[src/rtl/fprint_compare_sequencer.sv]
`default_nettype none
// ============================================================================
// Module  : fprint_compare_sequencer
// Brief   : Lock-step drain and cross-compare of redundant-core fingerprint
//           FIFOs (DMR/TMR) with CSR statistics, timeout and interrupt.
// Revision: 1.0 - initial release
// ============================================================================
module fprint_compare_sequencer #(
  parameter int NUM_FIFOS         = 2,
  parameter int DATA_WIDTH        = 32,
  parameter int ADDRESS_WIDTH     = 10,
  parameter int CSR_ADDRESS_WIDTH = 3,
  parameter int TIMEOUT_DEFAULT   = 1024
) (
  input  logic                              clk,
  input  logic                              reset_n,
  input  logic [NUM_FIFOS-1:0]              fifo_empty,
  output logic [NUM_FIFOS-1:0]              fifo_read,
  output logic                              fifo_address,
  input  logic [NUM_FIFOS*DATA_WIDTH-1:0]   fifo_readdata,
  input  logic [NUM_FIFOS-1:0]              fifo_waitrequest,
  input  logic [CSR_ADDRESS_WIDTH-1:0]      csr_address,
  input  logic                              csr_read,
  input  logic                              csr_write,
  input  logic [DATA_WIDTH-1:0]             csr_writedata,
  output logic [DATA_WIDTH-1:0]             csr_readdata,
  output logic                              irq
);

  localparam int c_PW = ADDRESS_WIDTH + DATA_WIDTH;

  localparam logic [2:0] c_IDLE    = 3'd0;
  localparam logic [2:0] c_RD_ADDR = 3'd1;
  localparam logic [2:0] c_RD_DATA = 3'd2;
  localparam logic [2:0] c_SETTLE  = 3'd3;
  localparam logic [2:0] c_COMPARE = 3'd4;

  localparam logic [CSR_ADDRESS_WIDTH-1:0] c_CSR_CTRL    = CSR_ADDRESS_WIDTH'(0);
  localparam logic [CSR_ADDRESS_WIDTH-1:0] c_CSR_STATUS  = CSR_ADDRESS_WIDTH'(1);
  localparam logic [CSR_ADDRESS_WIDTH-1:0] c_CSR_MATCH   = CSR_ADDRESS_WIDTH'(2);
  localparam logic [CSR_ADDRESS_WIDTH-1:0] c_CSR_MISM    = CSR_ADDRESS_WIDTH'(3);
  localparam logic [CSR_ADDRESS_WIDTH-1:0] c_CSR_TIMEOUT = CSR_ADDRESS_WIDTH'(4);
  localparam logic [CSR_ADDRESS_WIDTH-1:0] c_CSR_FFADDR  = CSR_ADDRESS_WIDTH'(5);
  localparam logic [CSR_ADDRESS_WIDTH-1:0] c_CSR_CLRCNT  = CSR_ADDRESS_WIDTH'(6);

  logic [2:0]               r_state;
  logic [2:0]               w_state_next;
  logic [NUM_FIFOS-1:0]     r_done;
  logic [ADDRESS_WIDTH-1:0] r_addr_q [NUM_FIFOS];
  logic [DATA_WIDTH-1:0]    r_data_q [NUM_FIFOS];
  logic                     r_enable;
  logic [DATA_WIDTH-1:0]    r_timeout;
  logic [DATA_WIDTH-1:0]    r_to_cnt;
  logic [DATA_WIDTH-1:0]    r_match_cnt;
  logic [DATA_WIDTH-1:0]    r_mis_cnt;
  logic                     r_mis_sticky;
  logic                     r_to_sticky;
  logic [1:0]               r_fault_idx;
  logic [ADDRESS_WIDTH-1:0] r_ff_addr;

  logic [NUM_FIFOS-1:0]     w_accept;
  logic                     w_all_done;
  logic                     w_all_ready;
  logic                     w_partial;
  logic                     w_match;
  logic [1:0]               w_idx;
  logic [c_PW-1:0]          w_pair [NUM_FIFOS];

  assign w_accept    = fifo_read & ~fifo_waitrequest;
  assign w_all_done  = &(r_done | w_accept);
  assign w_all_ready = ~|fifo_empty;
  assign w_partial   = (|fifo_empty) & ~(&fifo_empty);

  // ---------------- FSM: state register ----------------
  always_ff @(posedge clk or negedge reset_n) begin
    if (!reset_n) r_state <= c_IDLE;
    else          r_state <= w_state_next;
  end

  // ---------------- FSM: next state ----------------
  always_comb begin
    w_state_next = r_state;
    case (r_state)
      c_IDLE:    if (r_enable && w_all_ready) w_state_next = c_RD_ADDR;
      c_RD_ADDR: if (w_all_done) w_state_next = c_RD_DATA;
      c_RD_DATA: if (w_all_done) w_state_next = c_SETTLE;
      c_SETTLE:  w_state_next = c_COMPARE;
      c_COMPARE: w_state_next = c_IDLE;
      default:   w_state_next = c_IDLE;
    endcase
  end

  // ---------------- FSM: outputs ----------------
  always_comb begin
    fifo_read    = '0;
    fifo_address = 1'b0;
    case (r_state)
      c_RD_ADDR: fifo_read = ~r_done;
      c_RD_DATA: begin
        fifo_read    = ~r_done;
        fifo_address = 1'b1;
      end
      default: ;
    endcase
  end

  // Per-FIFO handshake tracking and capture; each FIFO finishes independently
  always_ff @(posedge clk or negedge reset_n) begin
    if (!reset_n) begin
      r_done <= '0;
      for (int i = 0; i < NUM_FIFOS; i++) begin
        r_addr_q[i] <= '0;
        r_data_q[i] <= '0;
      end
    end else begin
      if ((r_state == c_RD_ADDR) || (r_state == c_RD_DATA))
        r_done <= w_all_done ? '0 : (r_done | w_accept);
      else
        r_done <= '0;
      for (int i = 0; i < NUM_FIFOS; i++) begin
        if (w_accept[i] && (r_state == c_RD_ADDR))
          r_addr_q[i] <= fifo_readdata[i*DATA_WIDTH +: ADDRESS_WIDTH];
        if (w_accept[i] && (r_state == c_RD_DATA))
          r_data_q[i] <= fifo_readdata[i*DATA_WIDTH +: DATA_WIDTH];
      end
    end
  end

  for (genvar gi = 0; gi < NUM_FIFOS; gi++) begin : g_pair
    assign w_pair[gi] = {r_addr_q[gi], r_data_q[gi]};
  end

  if (NUM_FIFOS == 3) begin : g_tmr
    logic w_e01, w_e02, w_e12;
    assign w_e01 = (w_pair[0] == w_pair[1]);
    assign w_e02 = (w_pair[0] == w_pair[2]);
    assign w_e12 = (w_pair[1] == w_pair[2]);
    assign w_match = w_e01 & w_e02;
    always_comb begin
      w_idx = 2'd3;
      if (w_e12 && !w_e01)      w_idx = 2'd0;
      else if (w_e02 && !w_e01) w_idx = 2'd1;
      else if (w_e01 && !w_e02) w_idx = 2'd2;
    end
  end else begin : g_dmr
    assign w_match = (w_pair[0] == w_pair[1]);
    assign w_idx   = 2'd3;
  end

  logic                  w_cmp_match;
  logic                  w_cmp_mis;
  logic                  w_ctrl_wr;
  logic                  w_sticky_clr;
  logic                  w_to_run;
  logic                  w_to_set;
  logic [DATA_WIDTH:0]   w_to_next;

  assign w_cmp_match  = (r_state == c_COMPARE) &&  w_match;
  assign w_cmp_mis    = (r_state == c_COMPARE) && !w_match;
  assign w_ctrl_wr    = csr_write && (csr_address == c_CSR_CTRL);
  assign w_sticky_clr = w_ctrl_wr && csr_writedata[1];
  assign w_to_next    = {1'b0, r_to_cnt} + (DATA_WIDTH+1)'(1);
  assign w_to_run     = (r_state == c_IDLE) && r_enable && w_partial && (r_timeout != '0);
  assign w_to_set     = w_to_run && (w_to_next >= {1'b0, r_timeout});

  always_ff @(posedge clk or negedge reset_n) begin
    if (!reset_n) begin
      r_enable     <= 1'b0;
      r_timeout    <= DATA_WIDTH'(TIMEOUT_DEFAULT);
      r_to_cnt     <= '0;
      r_match_cnt  <= '0;
      r_mis_cnt    <= '0;
      r_mis_sticky <= 1'b0;
      r_to_sticky  <= 1'b0;
      r_fault_idx  <= '0;
      r_ff_addr    <= '0;
    end else begin
      if (w_ctrl_wr) r_enable <= csr_writedata[0];
      if (csr_write && (csr_address == c_CSR_TIMEOUT)) r_timeout <= csr_writedata;

      if (w_to_run) begin
        if (r_to_cnt < r_timeout) r_to_cnt <= w_to_next[DATA_WIDTH-1:0];
      end else begin
        r_to_cnt <= '0;
      end

      if (csr_write && (csr_address == c_CSR_CLRCNT)) begin
        r_match_cnt <= '0;
        r_mis_cnt   <= '0;
      end else begin
        if (w_cmp_match && (r_match_cnt != '1)) r_match_cnt <= r_match_cnt + DATA_WIDTH'(1);
        if (w_cmp_mis   && (r_mis_cnt   != '1)) r_mis_cnt   <= r_mis_cnt + DATA_WIDTH'(1);
      end

      // A new fault in the same cycle as a clear wins and becomes the first fault
      if (w_cmp_mis)         r_mis_sticky <= 1'b1;
      else if (w_sticky_clr) r_mis_sticky <= 1'b0;
      if (w_to_set)          r_to_sticky  <= 1'b1;
      else if (w_sticky_clr) r_to_sticky  <= 1'b0;

      if (w_cmp_mis && (!r_mis_sticky || w_sticky_clr)) begin
        r_fault_idx <= w_idx;
        r_ff_addr   <= r_addr_q[0];
      end else if (w_sticky_clr) begin
        r_fault_idx <= '0;
      end
    end
  end

  assign irq = r_mis_sticky | r_to_sticky;

  always_comb begin
    csr_readdata = '0;
    if (csr_read) begin
      case (csr_address)
        c_CSR_CTRL:    csr_readdata[0] = r_enable;
        c_CSR_STATUS: begin
          csr_readdata[1:0] = r_fault_idx;
          csr_readdata[2]   = r_mis_sticky;
          csr_readdata[3]   = r_to_sticky;
          csr_readdata[6:4] = r_state;
          csr_readdata[7]   = (r_state != c_IDLE);
        end
        c_CSR_MATCH:   csr_readdata = r_match_cnt;
        c_CSR_MISM:    csr_readdata = r_mis_cnt;
        c_CSR_TIMEOUT: csr_readdata = r_timeout;
        c_CSR_FFADDR:  csr_readdata[ADDRESS_WIDTH-1:0] = r_ff_addr;
        default: ;
      endcase
    end
  end

endmodule
`default_nettype wire

[config.mk]
export PLATFORM = sky130hd
export DESIGN_NAME = fprint_compare_sequencer
export DESIGN_NICKNAME = d
export VERILOG_FILES = /design/src/rtl/fprint_compare_sequencer.sv
export SDC_FILE = /design/constraint.sdc
export NUM_CORES = 1
export LEC_CHECK = 0
export ABC_CLOCK_PERIOD_IN_PS = 3300
export CAP_MARGIN = 30
export CORE_ASPECT_RATIO = 0.6
export CORE_UTILIZATION = 36
export DETAILED_ROUTE_END_ITERATION = 6
export HOLD_SLACK_MARGIN = 0.05
export PLACE_DENSITY_LB_ADDON = 0.2
export SYNTH_ARGS = -nofsm -noshare
export SYNTH_HDL_FRONTEND = slang
export SYNTH_SLANG_ARGS = --single-unit
[constraint.sdc]
create_clock -name clk -period 3.3 [get_ports clk]
set_input_delay 0.495 -clock clk [delete_from_list [all_inputs] [get_ports clk]]
set_output_delay 0.495 -clock clk [all_outputs]
set_load 0.1 [all_outputs]
# [After elaboration in Yosys (flattened, before gate mapping)]
# Index checks and enable logic that the tools add are counted.
[totals] mem_bits_ro=0 mem_bits_rw=0 latchBits=0 inputBits=107 regBits=232 out_inout_bits=36 memories=0 elab_cells=105
[classes] n_mul=0 n_bitwise=7 div=0 add_sub_neg=3 eq_ne=17 mux=24 n_lt_le_gt_ge=2 n_shift=0 n_reduce_logical=37
[ops] cell="$mux 32" count=7
[ops] cell="$pmux 22 s3" count=1
[ops] cell="$add 32x1->32 const B" count=2
[ops] cell="$ne 32x32->1 const B" count=2
[ops] cell="$eq 42x42->1" count=1
[ops] cell="$pmux 7 s5" count=1
[ops] cell="$add 32x1->33 const B" count=1
[ops] cell="$ge 33x32->1" count=1
[ops] cell="$lt 32x32->1" count=1
[ops] cell="$reduce_bool 32->1" count=1
[ops] cell="$logic_and 1x1->1" count=18
[ops] cell="$eq 3x2->1 const B" count=4
[ops] cell="$eq 3x3->1 const B" count=4
[ops] cell="$pmux 3 s4" count=1
[ops] cell="$mux 2" count=5
[ops] cell="$reduce_bool 2->1" count=5
[ops] cell="$mux 3" count=3
[ops] cell="$pmux 2 s4" count=1
[ops] cell="$eq 3x1->1 const B" count=2
[ops] cell="$logic_not 3->1" count=2
[ops] cell="$ne 2x2->1 const B" count=3
[ops] cell="$pmux 1 s6" count=1
[ops] cell="$mux 1" count=4
[ops] cell="$not 2->2" count=2
[ops] cell="12 further kinds" count=17

# [Logic depth before layout (Yosys ltp)]
# Gate-level depths: netlist of the first run.
[depth] ltp_word=8 ltp_mapped=16 ltp_nobuf=15

# [Worst setup path before layout of the first run]
# OpenSTA, ideal clock, no wires.
[synth_path] path_type="in2out" from="input port csr_address[2]" to="output port csr_readdata[1]" slack_ps=-1032 path_buffers=3 required_ps=2805 cell_stages=6 arrival_time_ps=3837 cell_sequence="clkbuf_1 > nor2b_1 > clkbuf_1 > clkbuf_1 > a221oi_1 > a211oi_1"
[synth_via] elab_chain_len=3 elab_cells_between_ends=7 cone_classes="eq/ne (5); mux (2)"
[synth_rtl] item="from (decl)" line="22" rtl="input logic [CSR_ADDRESS_WIDTH-1:0] csr_address,"
[synth_rtl] item="$eq 3x3->1, or another cell as far along" line="215" rtl="case (csr_address)"
[synth_rtl] item="$pmux 7 s5 *" line="215"
[synth_rtl] item="$mux 32 *" line="214" rtl="if (csr_read) begin"
[synth_rtl] item="to (decl)" line="26" rtl="output logic [DATA_WIDTH-1:0] csr_readdata,"
# Mark *: on every way between the ends. The rest lies on a longest branch, timed or not.

# [Worst setup path in the final report of the first run]
[layout_path] from="input port csr_address[1]" to="output port csr_readdata[31]"
[layout_via] elab_chain_len=3 elab_cells_between_ends=5 cone_classes="eq/ne (3); mux (2)"
[layout_rtl] item="$eq 3x3->1 / $eq 3x2->1 (equally long branches)" line="215"
[layout_rtl] item="$pmux 22 s3 *" line="215"
[layout_rtl] item="$mux 32 *" line="214"
# Marked as above.

==> impl_metrics.ini, run 1 <==
[status]
status = completed

[global_routing]
first_global_vias = 10945
grt_first_pass_wirelength_um = 64500
track_usage_pct = 21.2
grt_max_degree = 79
antenna_found_initial = 0
grt_remaining_overflow = 0

[flow_run]
drv_cap = 0

[route]
drc = 0
routed_wl_um = 40600
antenna_left = 0
dr.pass1.iters = 5
wl_per_cell_um = 19.4
first_iter_violations = 913
vias_per_cell = 5.50
vias = 11471

[final_layout]
final_util_pct = 46.9
areaGrowthSynthToFinish_pct = 26.9
final_cell_area_um2 = 17200
nFillCells = 3470
antenna_cells = 0
drive_above_1_share_pct = 18.4
seq_area_um2 = 5780
layout.nets = 1740
multi_input_area_um2 = 7470
final_common_cell = dfrtp_1
layout.cells.most_common_list = dfrtp_1, a21oi_1, clkdlybuf4s50_1

[logic_synthesis]
dominantRegCellSynth = dfrtp_1
ys_warn_count = 0
synth-seq-cells = 231
yosysSeqAreaShare_pct = 42.7
synthArstFlopShare_pct = 100
synth_edf_count = 0
synth_nets = 1581
synthesis.area_um2 = 13500
syn-instance-count = 1406
ys_types = 62
postSynthAreaPerCell_um2 = 9.63

[sta]
slew_violations = 0
setup_ws_ps = 166
finalHoldViolCount = 0
min_period_ps = 3130
worstMarginPinSlew_ps = 665
post-route-period-util_pct = 95.0
max_freq_ghz = 0.319
maxSlewHeadroom_pct = 54.5
clock_skew_ps = 15.3
setup_viol = 0
rsz0062_at_grt = no

[clocking]
cts_htree_levels = 1
numClockSinks = 231
clk_latency_ps = 540
path_clk_slew_ps = 60
tritoncts = done
numCtsBuffers = 25
cts_buffer_depth = 3
cts-root-buf = clkbuf_16

[worst_setup_path]
arrival_ps = 2640
path_cells = clkdlybuf4s50_1 > nor2b_2 > buf_4 > a22oi_1 > nor2_1 > a21oi_1 > nor2_1 > buf_12
slowest_stage = clkdlybuf4s50_1
critical_path.top_delay_family = buffers and inverters
cpMostUsedCell = nor2_1
crit_type = input port to output port
start_kind = input port
worst_ep_required_time_ps = 2800
slowest_delay_ps = 590
cp-end-kind = output port
worst-path-buf-inv = 3
critPathMaxFanout = 25

[floorplanning]
initial_core_util_pct = 36.9
fp.dieArea_um2 = 38400
dieHeight_um = 152
die_w_um = 252
num_rows = 54
io_pins = 143
core_area_um2 = 36700

[power]
p_leak_nw = 7.13
finalPower_mw = 9.97
power.density_nw_per_um2 = 580
irDropWorstVdd_v = 0.000643

[placed_design]
place_area_um2 = 16400
hpwl_um = 30600
place_ws_ps = 27.9
gp_congestion = 0.908
port_buffers = 142

[hold_path]
hp-class = input port to register
==> worst register-to-register path, cell delays in order, from the launching register on <==
cell and delay, ps:
dfrtp_1 450, and3_1 220, nor4b_4 340, buf_4 240, nand3_1 150, xnor2_1 170, ha_1 310, nand4_1 120
nor4_1 460, buf_4 190, a31oi_1 70, o211ai_1 110, nand2_1 80, o211ai_1 100
==> Yosys cell counts (10+ instances only) <==
master    instances  area, um2
nand2b_1         10       62.6
a21oi_1         114        571
xnor2_1          44        385
mux2i_1          15        150
a211oi_1         11       82.6
mux2_2           97       1090
o21ai_0          65        325
a21o_1           11       82.6
nor4_1           33        206
or3_1            30        188
nor3_1           15       75.1
nand4_1          40        250
inv_1            47        176
clkbuf_1         68        255
a22oi_1          25        188
and3_1           17        106
nor2_1          114        428
nand3_1          47        235
dfrtp_1         230       5760
nand2_1          97        364
ha_1             68        851
or4_1            32        240
o31ai_1          31        233
xor2_1           52        455
==> cells by family (layout without fill, tap and decap cells) <==
| kind of cell | count (synthesis) | in the layout | share of synthesized area [%] |
|---|---|---|---|
| XOR/XNOR | 96 | 96 | 6.21 |
| AO/OA/AOI/OAI | 298 | 298 | 13.4 |
| adder cells (fa/ha/maj) | 68 | 68 | 6.28 |
| AND/OR/NAND/NOR | 478 | 478 | 18.7 |
| buffers and inverters | 123 | 300 | 3.55 |
| multiplexers | 112 | 112 | 9.17 |
| flip-flops | 231 | 231 | 42.7 |
==> sequential cells by signal, summed over array words and instances (netlist names), 2 cells and up <==
signal       flops
r_match_cnt     32
r_data_q        64
r_timeout       32
r_mis_cnt       32
r_to_cnt        32
r_ff_addr       10
r_state          3
r_addr_q        20
r_done           2
==> path summary, 6_finish.rpt <==
kind	start	end	slack, ps	cells after the start
worst max-delay path	csr_address[1]	csr_readdata[31]	170	8
worst min-delay path	csr_writedata[14]	r_timeout[14]	510	3
worst max register to register	r_to_cnt[7]	r_to_sticky	200	13
worst min register to register	r_fault_idx[0]	r_fault_idx[0]	510	1
max in group asynchronous	reset_n	r_match_cnt[19]	1830	3
min in group asynchronous	reset_n	r_data_q[52]	520	2
==> area by class of cell <==
class                           instances  share of cell area, %
Clock buffer                           42                   4.53
Clock inverter                          3                  0.131
Inverter                               47                   1.03
Multi-Input combinational cell       1052                   43.5
Sequential cell                       231                   33.6
Tap cell                              504                   3.67
Timing Repair Buffer                  208                   13.5
==> report_power, final <==
group	internal (mW)	leakage (nW)	switching (mW)	total, mW
clock network	1.60	0.395	1.20	2.81
logic	1.36	3.77	1.57	2.93
registers	3.58	2.96	0.655	4.24
==> stage by stage <==
stage | TNS, ps | std cells | hold WS, ps
5_1_grt | 0 | 2087 | 527
3_3_place_gp | 0 | 2040 | 490
2_1_floorplan | -585 | 1406 | 199
6_report | 0 | 2087 | 508
3_5_place_dp | 0 | 2041 | 493
4_1_cts | 0 | 2087 | 491
==> repair_timing <==
action	CTS	global route
setup endpoints to repair	0	3
setup buffers	0	0
hold buffers	1	0
hold endpoints to repair	75	0
gates resized for setup	0	8
==> layer usage <==
| layer | GRT usage [%] | wire, um |
|---|---|---|
| met5 | 0 | 0 |
| met4 | 3.69 | 637 |
| met3 | 3.95 | 2640 |
| met2 | 27.6 | 15700 |
| met1 | 35.4 | 21600 |
No activity file was read; power rests on OpenSTA's default activity.
==> run 2: changes to the inputs <==
--- a/config.mk
+++ b/config.mk
@@ -8,10 +8,11 @@
 export ABC_CLOCK_PERIOD_IN_PS = 3300
 export CAP_MARGIN = 30
 export CORE_ASPECT_RATIO = 0.6
-export CORE_UTILIZATION = 36
+export CORE_UTILIZATION = 50
 export DETAILED_ROUTE_END_ITERATION = 6
 export HOLD_SLACK_MARGIN = 0.05
 export PLACE_DENSITY_LB_ADDON = 0.2
+export SLEW_MARGIN = 20
 export SYNTH_ARGS = -nofsm -noshare
 export SYNTH_HDL_FRONTEND = slang
 export SYNTH_SLANG_ARGS = --single-unit
==> run 2 against run 1 <==
Sequential cell count did not move. Clock skew rose by 9.4 ps. Core utilization rose by 17 points. Non-clock buffer count fell by 16. Clock power barely moved. Sequential share of layout area rose by 0.61 points. Wire length fell by 5.2%. Register-to-register slack got worse by 50 ps. Worst setup slack got worse by 15 ps. Cell count fell by 7.8%. Global-route usage rose by 6.9 points.
==> impl_metrics.ini, run 2 (synthesis gave the netlist of run 1 again) <==
[sta]
min_period_ps = 3150
max_freq_ghz = 0.318
slew_violations = 0
maxSlewHeadroom_pct = 35.5
holdWs_ps = 435
setup_ws_ps = 151
post-route-period-util_pct = 95.4
setup_viol = 0
clock_skew_ps = 24.6
worstMarginPinSlew_ps = 965
finalHoldViolCount = 0

[route]
vias = 11648
dr.pass1.iters = 7
antenna_left = 0
first_iter_violations = 1147
wl_per_cell_um = 20.0
routed_wl_um = 38500
vias_per_cell = 6.05
drc = 0

[floorplanning]
die_w_um = 214
core_area_um2 = 26500
initial_core_util_pct = 51.0
fp.dieArea_um2 = 27800
dieHeight_um = 129
num_rows = 46
io_pins = 143

[global_routing]
grt_remaining_overflow = 0
grt_first_pass_wirelength_um = 61800
first_global_vias = 10935
track_usage_pct = 28.1
antenna_found_initial = 0
grt_max_degree = 101

[final_layout]
layout.cells.most_common_list = dfrtp_1, a21oi_1, clkdlybuf4s50_1
layout.nets = 1723
multi_input_area_um2 = 7480
areaGrowthSynthToFinish_pct = 24.7
seq_area_um2 = 5790
antenna_cells = 0
final_common_cell = dfrtp_1
nFillCells = 2220
regMostFlops = r_data_q
largest_reg_flops = 64
drive_above_1_share_pct = 17.8

[worst_setup_path]
regToRegSetupSlack_ps = 150
cp-end-kind = register
cp-startpoint = r_to_cnt[1]
arrival_ps = 3600
crit_type = register to register
timing.rr.end = r_to_sticky
start_kind = register
critPathMaxFanout = 6
r2r-start = r_to_cnt[1]
worstRegToRegCells = 13
worst_ep_required_time_ps = 3750

[clocking]
clk_latency_ps = 550
tritoncts = done
cts_htree_levels = 1
numClockSinks = 231
path_clk_slew_ps = 70
post_cts_buffers = 0
cts_buffer_depth = 3
numCtsBuffers = 24
cts-root-buf = clkbuf_16

[power]
p_leak_nw = 7.05
irDropWorstVdd_v = 0.00117
power.density_nw_per_um2 = 592

[placed_design]
port_buffers = 142
place_ws_ps = 11.1
hpwl_um = 28300
gp_congestion = 0.948

[hold_path]
hp-class = input port to async pin

[status]
status = completed

[flow_run]
drv_cap = 0
[run 2: layer usage]
layer  track usage, %  part of all wire [%]  up-vias
li1                 -                     -     5426
met1             44.8                    50     5744
met2             38.3                    40      432
met3             6.57                   9.0       46
met4             5.21                   1.5        0
met5                0                     0        -
[run 2: worst max-delay path by stage]
stage,slack (ps),endpoint,cells after the start
final,150,r_to_sticky,13
after global routing,-4,r_to_sticky,15
after CTS,80,r_to_sticky,13
after detailed placement,10,r_to_sticky,13
after global placement,150,r_to_sticky,13
after floorplan,-250,csr_readdata[8],6
[run 2: repair_timing]
item,CTS,global route
endpoints found under the hold margin,36,0
resized for setup,1,11
hold buffers,1,0
setup endpoints to repair,1,1
pin swaps,0,1
[run 2: critical path, cell delays in order (launching register included)]
cell      delay (ps)
dfrtp_1          450
ha_1             250
and3_1           220
and4_4           310
nand4_1          180
xnor2_1          180
ha_1             320
nand4_1          180
nor4_2           410
buf_4            190
a31oi_1           80
o211ai_1         110
nand2_1           70
o211ai_1         100
[run 2: through the flow]
stage / setup TNS (ps) / area, um2 / utilization, % / std cells / total power, mW
floorplan: -585 / 13700 / - / 1406 / 6.13
detailed placement: 0 / 16100 / 60.5 / 1881 / 7.17
global route: -3.68 / 16900 / 63.7 / 1924 / 10.5
global placement: 0 / 16100 / 60.5 / 1881 / 7.05
finish: 0 / 16900 / 63.7 / 1924 / 9.99
CTS: 0 / 16900 / 63.6 / 1924 / 10.0
[run 2: area by class of cell]
cell class | instances | share of cell area, %
Multi-Input combinational cell | 1052 | 44.3
Sequential cell | 231 | 34.2
Timing Repair Buffer | 192 | 13.0
Clock buffer | 35 | 4.15
Tap cell | 360 | 2.67
Inverter | 47 | 1.04
Clock inverter | 7 | 0.592
[run 2: power breakdown]
group	switching, mW	total (mW)	internal (mW)
logic	1.57	2.91	1.34
clock network	1.19	2.82	1.63
registers	0.679	4.26	3.58
